[src/rtl/bottle_fill_ctrl.sv]
// Pill-bottling sequencer: latches a BCD setpoint, fills one bottle per cycle,
// indexes the conveyor and raises an end-of-batch alarm.
//
// state | meaning
// ------+----------------------------------------------
// IDLE  | waiting; setpoint loads accepted here
// FILL  | valve open, pills counted by divider ticks
// PAUSE | run enable dropped mid-fill, all held
// SWAP  | conveyor indexing to the next bottle
// DONE  | single-bottle batch finished, alarm window
module bottle_fill_ctrl #(
  parameter int TICK_DIV     = 50,
  parameter int SWAP_CYCLES  = 100,
  parameter int ALARM_CYCLES = 200
) (
  input  logic        CLK_org,
  input  logic        RST,
  input  logic        isWork,
  input  logic        EN_set,
  input  logic [3:0]  set_high,
  input  logic [3:0]  set_low,
  input  logic        conti,
  output logic [7:0]  pill_cnt,
  output logic [11:0] bottle_cnt,
  output logic [7:0]  setpoint,
  output logic [2:0]  state,
  output logic        valve_open,
  output logic        conveyor_run,
  output logic        alarm,
  output logic        setpoint_err
);

  localparam logic [2:0] S_IDLE  = 3'd0;
  localparam logic [2:0] S_FILL  = 3'd1;
  localparam logic [2:0] S_PAUSE = 3'd2;
  localparam logic [2:0] S_SWAP  = 3'd3;
  localparam logic [2:0] S_DONE  = 3'd4;

  localparam int DW = $clog2(TICK_DIV);
  localparam int SW = (SWAP_CYCLES > 1) ? $clog2(SWAP_CYCLES) : 1;
  localparam int AW = (ALARM_CYCLES > 1) ? $clog2(ALARM_CYCLES) : 1;

  localparam logic [DW-1:0] DIV_LAST   = DW'(TICK_DIV - 1);
  localparam logic [SW-1:0] SWAP_LOAD  = SW'(SWAP_CYCLES - 1);
  localparam logic [AW-1:0] ALARM_LOAD = AW'(ALARM_CYCLES - 1);

  logic [DW-1:0] div_q, div_n;
  logic [SW-1:0] swap_tmr, swap_tmr_n;
  logic [AW-1:0] alarm_tmr, alarm_tmr_n;
  logic [2:0]    state_n;
  logic [7:0]    pill_n, setpoint_n, pill_inc;
  logic [11:0]   bottle_n, bottle_inc;
  logic          err_n, alarm_n, div_tc, load_ok;

  function automatic logic [7:0] bcd2_inc(input logic [7:0] v);
    logic [7:0] r;
    r = v;
    if (v[3:0] >= 4'd9) begin
      r[3:0] = 4'd0;
      r[7:4] = (v[7:4] >= 4'd9) ? 4'd0 : v[7:4] + 4'd1;
    end else begin
      r[3:0] = v[3:0] + 4'd1;
    end
    return r;
  endfunction

  function automatic logic [11:0] bcd3_inc(input logic [11:0] v);
    logic [11:0] r;
    r = v;
    if (v[3:0] >= 4'd9) begin
      r[3:0] = 4'd0;
      if (v[7:4] >= 4'd9) begin
        r[7:4]  = 4'd0;
        r[11:8] = (v[11:8] >= 4'd9) ? 4'd0 : v[11:8] + 4'd1;
      end else begin
        r[7:4] = v[7:4] + 4'd1;
      end
    end else begin
      r[3:0] = v[3:0] + 4'd1;
    end
    return r;
  endfunction

  assign pill_inc   = bcd2_inc(pill_cnt);
  assign bottle_inc = bcd3_inc(bottle_cnt);
  assign div_tc     = (div_q == DIV_LAST);
  assign load_ok    = (set_high <= 4'd9) && (set_low <= 4'd9) &&
                      ({set_high, set_low} != 8'h00);

  always_comb begin
    state_n     = state;
    pill_n      = pill_cnt;
    bottle_n    = bottle_cnt;
    setpoint_n  = setpoint;
    err_n       = setpoint_err;
    div_n       = div_q;
    swap_tmr_n  = swap_tmr;
    alarm_tmr_n = alarm_tmr;
    alarm_n     = 1'b0;
    case (state)
      S_IDLE: begin
        if (EN_set) begin
          if (load_ok) begin
            setpoint_n = {set_high, set_low};
            err_n      = 1'b0;
          end else begin
            err_n = 1'b1;
          end
        end else if (isWork) begin
          state_n = S_FILL;
          pill_n  = 8'h00;
          div_n   = '0;
        end
      end
      S_FILL: begin
        // the final pill of a bottle completes even if isWork drops on that cycle
        if (div_tc && (pill_inc == setpoint)) begin
          state_n    = S_SWAP;
          pill_n     = pill_inc;
          bottle_n   = bottle_inc;
          div_n      = '0;
          swap_tmr_n = SWAP_LOAD;
        end else if (!isWork) begin
          state_n = S_PAUSE;
        end else if (div_tc) begin
          div_n  = '0;
          pill_n = pill_inc;
        end else begin
          div_n = div_q + 1'b1;
        end
      end
      S_PAUSE: begin
        if (isWork) state_n = S_FILL;
      end
      S_SWAP: begin
        if (swap_tmr == '0) begin
          if (conti) begin
            state_n = S_FILL;
            pill_n  = 8'h00;
            div_n   = '0;
          end else begin
            state_n     = S_DONE;
            alarm_tmr_n = ALARM_LOAD;
            alarm_n     = 1'b1;
          end
        end else begin
          swap_tmr_n = swap_tmr - 1'b1;
        end
      end
      S_DONE: begin
        if (!isWork) begin
          state_n = S_IDLE;
        end else if (alarm_tmr != '0) begin
          alarm_tmr_n = alarm_tmr - 1'b1;
          alarm_n     = 1'b1;
        end
      end
      default: state_n = S_IDLE;
    endcase
  end

  // Strobes are registered from the next-state decode so they line up with state.
  always_ff @(posedge CLK_org) begin
    if (RST) begin
      state        <= S_IDLE;
      pill_cnt     <= 8'h00;
      bottle_cnt   <= 12'h000;
      setpoint     <= 8'h10;
      setpoint_err <= 1'b0;
      div_q        <= '0;
      swap_tmr     <= '0;
      alarm_tmr    <= '0;
      valve_open   <= 1'b0;
      conveyor_run <= 1'b0;
      alarm        <= 1'b0;
    end else begin
      state        <= state_n;
      pill_cnt     <= pill_n;
      bottle_cnt   <= bottle_n;
      setpoint     <= setpoint_n;
      setpoint_err <= err_n;
      div_q        <= div_n;
      swap_tmr     <= swap_tmr_n;
      alarm_tmr    <= alarm_tmr_n;
      valve_open   <= (state_n == S_FILL);
      conveyor_run <= (state_n == S_SWAP);
      alarm        <= alarm_n;
    end
  end

endmodule

[config.mk]
export PLATFORM = sky130hd
export DESIGN_NAME = bottle_fill_ctrl
export DESIGN_NICKNAME = d
export VERILOG_FILES = /design/src/rtl/bottle_fill_ctrl.sv
export SDC_FILE = /design/constraint.sdc
export NUM_CORES = 1
export LEC_CHECK = 0
export CORE_MARGIN = 2
export CORE_UTILIZATION = 41
export CTS_CLUSTER_DIAMETER = 100
export CTS_CLUSTER_SIZE = 16
export DETAILED_ROUTE_END_ITERATION = 12
export PLACE_DENSITY = 0.66
export SYNTH_ARGS = -nofsm -noshare
export SYNTH_HDL_FRONTEND = slang
export SYNTH_SLANG_ARGS = --single-unit
[constraint.sdc]
create_clock -name CLK_org -period 3.9 [get_ports CLK_org]
set_clock_uncertainty 0.15 [all_clocks]
set_input_delay 0.78 -clock CLK_org [delete_from_list [all_inputs] [get_ports CLK_org]]
set_output_delay 0.78 -clock CLK_org [all_outputs]
set_load 0.01 [all_outputs]
==> out/metrics.yaml <==
cts-resized-gates: 0
min_path_type: "reg2reg"
synth.area.top_cells: "dfxtp_1 34%, ha_1 7.9%, nor2_1 5.2%, a21oi_1 3.6%, nand2_1 3.2%"
final_nets: 480
area_delta_synth_final_pct: 20.5
worst_pin_slew_ns: 0.704
switching_share: 0.253
tns_ns: 0
yosys.area.top_type_share: 0.339
final_area_um2: 3990
first_iter_violations: 116
power.density_nw_per_um2: 252
synth_edf_count: 0
antenna_found_initial: 0
dieHeight_um: 93.8
p_leak_nw: 1.43
yosysWarnings: 0
start_kind: "register"
period_share: 0.932
syn-cell-area_um2: 3310
gp_congestion: 0.884
worst_setup_path_end_kind: "register"
max_freq_mhz: 275
post_dp_cell_area_um2: 3900
p_int_mw: 0.751
io_buffers: 47
max_stage_delay_ns: 0.59
hold_viol: 0
p_switching_mw: 0.254
clock_path_buffers: 2
via_per_inst: 5.59
grt_pass1_vias: 2916
fp-row-count: 32
syn_nets: 434
clock_sinks: 56
core-area_um2: 7770
crit_chain: "inv_1 > ha_1 > nor3b_2 > o21ai_0 > a221oi_1 > o21ai_0 > nor4b_4 > nand3_1 > or3b_2 > a21oi_1"
antenna_left: 0
drc_errors: 0
status: "finished clean"
hold_buffers: 0
htreeDepth: 2
fin_crit_ns: 3.63
regToRegSetupSlack_ns: 0.27
async_reset_ff_frac: 0
grt_max_degree: 30
cap_violations: 0
drive_gt1_frac: 0.0671
max_slew_margin: 0.529
path_common_cell: "o21ai_0"
cts_root_buf: "clkbuf_8"
antenna_cells: 0
synth-seq-cells: 56
p_seq_frac: 0.585
grt_pass1_wl_um: 13400
vias: 3071
arrival_ns: 3.74
yosys.area.top_type: "dfxtp_1"
io_pins: 48
tritoncts: "yes"
netlist-cell-type-count: 69
p_comb_frac: 0.090
dieArea_um2: 8800
rsz0062_at_grt: "no"
crit_type: "reg2reg"
overflow: 0
cts_setup_buffers: 0
worstPathMaxFanout: 12
synth_cells: 400
slew_violations: 0
clk_latency_ns: 0.32
pwr-share-clk: 0.325
hpwl_um: 5830
slowest_stage: "nor3b_2"
fp.dieW_um: 93.8
cts-buffers-inserted: 5
vdd_drop_max_v: 0.000173
setup_viol: 0
routed_wl_um: 7660
yosysSeqAreaShare: 0.339
ys_dominant_reg_cell: "dfxtp_1"
clk_pin_slew_ns: 0.10
detail_route.first_pass.iterations: 5
cp.required_ns: 4.01
avgRoutedWirePerCell_um: 14.0
postSynthAreaPerCell_um2: 8.27
initial_utilization: 0.426
grt_util_all_layers: 0.186
[cells in the mapped netlist (5+ instances only)]
cell type / n
ha_1: 21
nor4_1: 6
clkbuf_1: 12
nand2b_1: 6
or3_1: 5
nor2b_1: 6
nor2_1: 46
dfxtp_1: 56
nor3_1: 11
nand3_1: 14
o21ai_0: 19
mux2i_1: 9
inv_1: 26
nand2_1: 28
a21oi_1: 24
nand4_1: 5
xor2_1: 6
xnor2_1: 5
[cells by family (layout without fill, tap and decap cells)]
logic type | Yosys count | in the layout | share of synthesized area
AOI/OAI and AO/OA | 96 | 96 | 0.200
xor gates and xnor gates | 11 | 11 | 0.0291
adders and majority gates | 21 | 21 | 0.0794
buffers and inverters | 41 | 88 | 0.0484
DFF | 56 | 56 | 0.339
muxes | 11 | 11 | 0.0340
and+or+nand+nor | 164 | 164 | 0.270
[placed cells by master (no fill, tap or decap), drive strengths merged, types with 4 or more instances in the layout]
master	count
a2111oi	4
a211o	4
a211oi	5
a21oi	25
a31oi	4
and3	4
buf	7
clkbuf	5
clkdlybuf4s50	47
dfxtp	56
ha	21
inv	27
mux2i	9
nand2	28
nand2b	6
nand3	14
nand3b	4
nand4	5
nor2	46
nor2b	6
nor3	11
nor3b	5
nor4	6
o211ai	4
o21ai	21
or3	5
xnor2	5
xor2	6
[area by class of cell]
cell class / count / area (um^2)
clock inverters: 3 / 22.5
inverters: 26 / 97.6
well taps: 102 / 128
flip-flops and latches: 56 / 1120
fillers: 767 / 3780
repair buffers: 54 / 523
clock buffers: 5 / 68.8
multi-input cells: 303 / 2030
[per-layer routing]
metal	track usage	wire length [um]
met1	0.241	3580
met2	0.318	3730
met3	0.0265	258
met4	0.0556	89
met5	0	0
[final timing paths]
check,cells after the start,from,end
max,10,pill_cnt[1],bottle_cnt[5]
min,2,swap_tmr[3],swap_tmr[3]
max reg2reg,10,pill_cnt[1],bottle_cnt[5]
min reg2reg,2,swap_tmr[3],swap_tmr[3]
[power groups by stage]
stage | Clock, mW | Combinational (mW) | Sequential (mW)
3_3_place_gp | 0 | 0.0901 | 0.601
3_5_place_dp | 0 | 0.0905 | 0.601
5_1_grt | 0.359 | 0.100 | 0.590
2_1_floorplan | 0 | 0.0482 | 0.600
4_1_cts | 0.340 | 0.0910 | 0.588
6_report | 0.327 | 0.0909 | 0.588
[metrics by stage]
step / setup slack (ns) / cells / total power, mW / hold slack [ns] / utilization
final: 0.266 / 549 / 1.01 / 0.354 / 0.513
after global placement: 0.428 / 541 / 0.691 / 0.320 / 0.502
after global routing: 0.0880 / 549 / 1.05 / 0.381 / 0.513
after floorplan: 0.721 / 400 / 0.649 / 0.302 / -
after CTS: 0.277 / 549 / 1.02 / 0.354 / 0.513
after detailed placement: 0.295 / 541 / 0.692 / 0.338 / 0.502
[registers in the layout, summed over array words and instances (netlist names), 3 cells and up]
| register | count |
|---|---|
| alarm_tmr | 8 |
| bottle_cnt | 12 |
| div_q | 6 |
| pill_cnt | 8 |
| setpoint | 8 |
| state | 3 |
| swap_tmr | 7 |
[worst max-delay path, delay by kind of cell, from the launching register on]
family / cells / cell delay (ns)
fa+ha+maj: 1 / 0.21
buf+inv: 1 / 0.09
compound gates: 4 / 0.89
simple gates: 4 / 1.86
flops: 1 / 0.38
No activity file was read; power rests on OpenSTA's default activity.
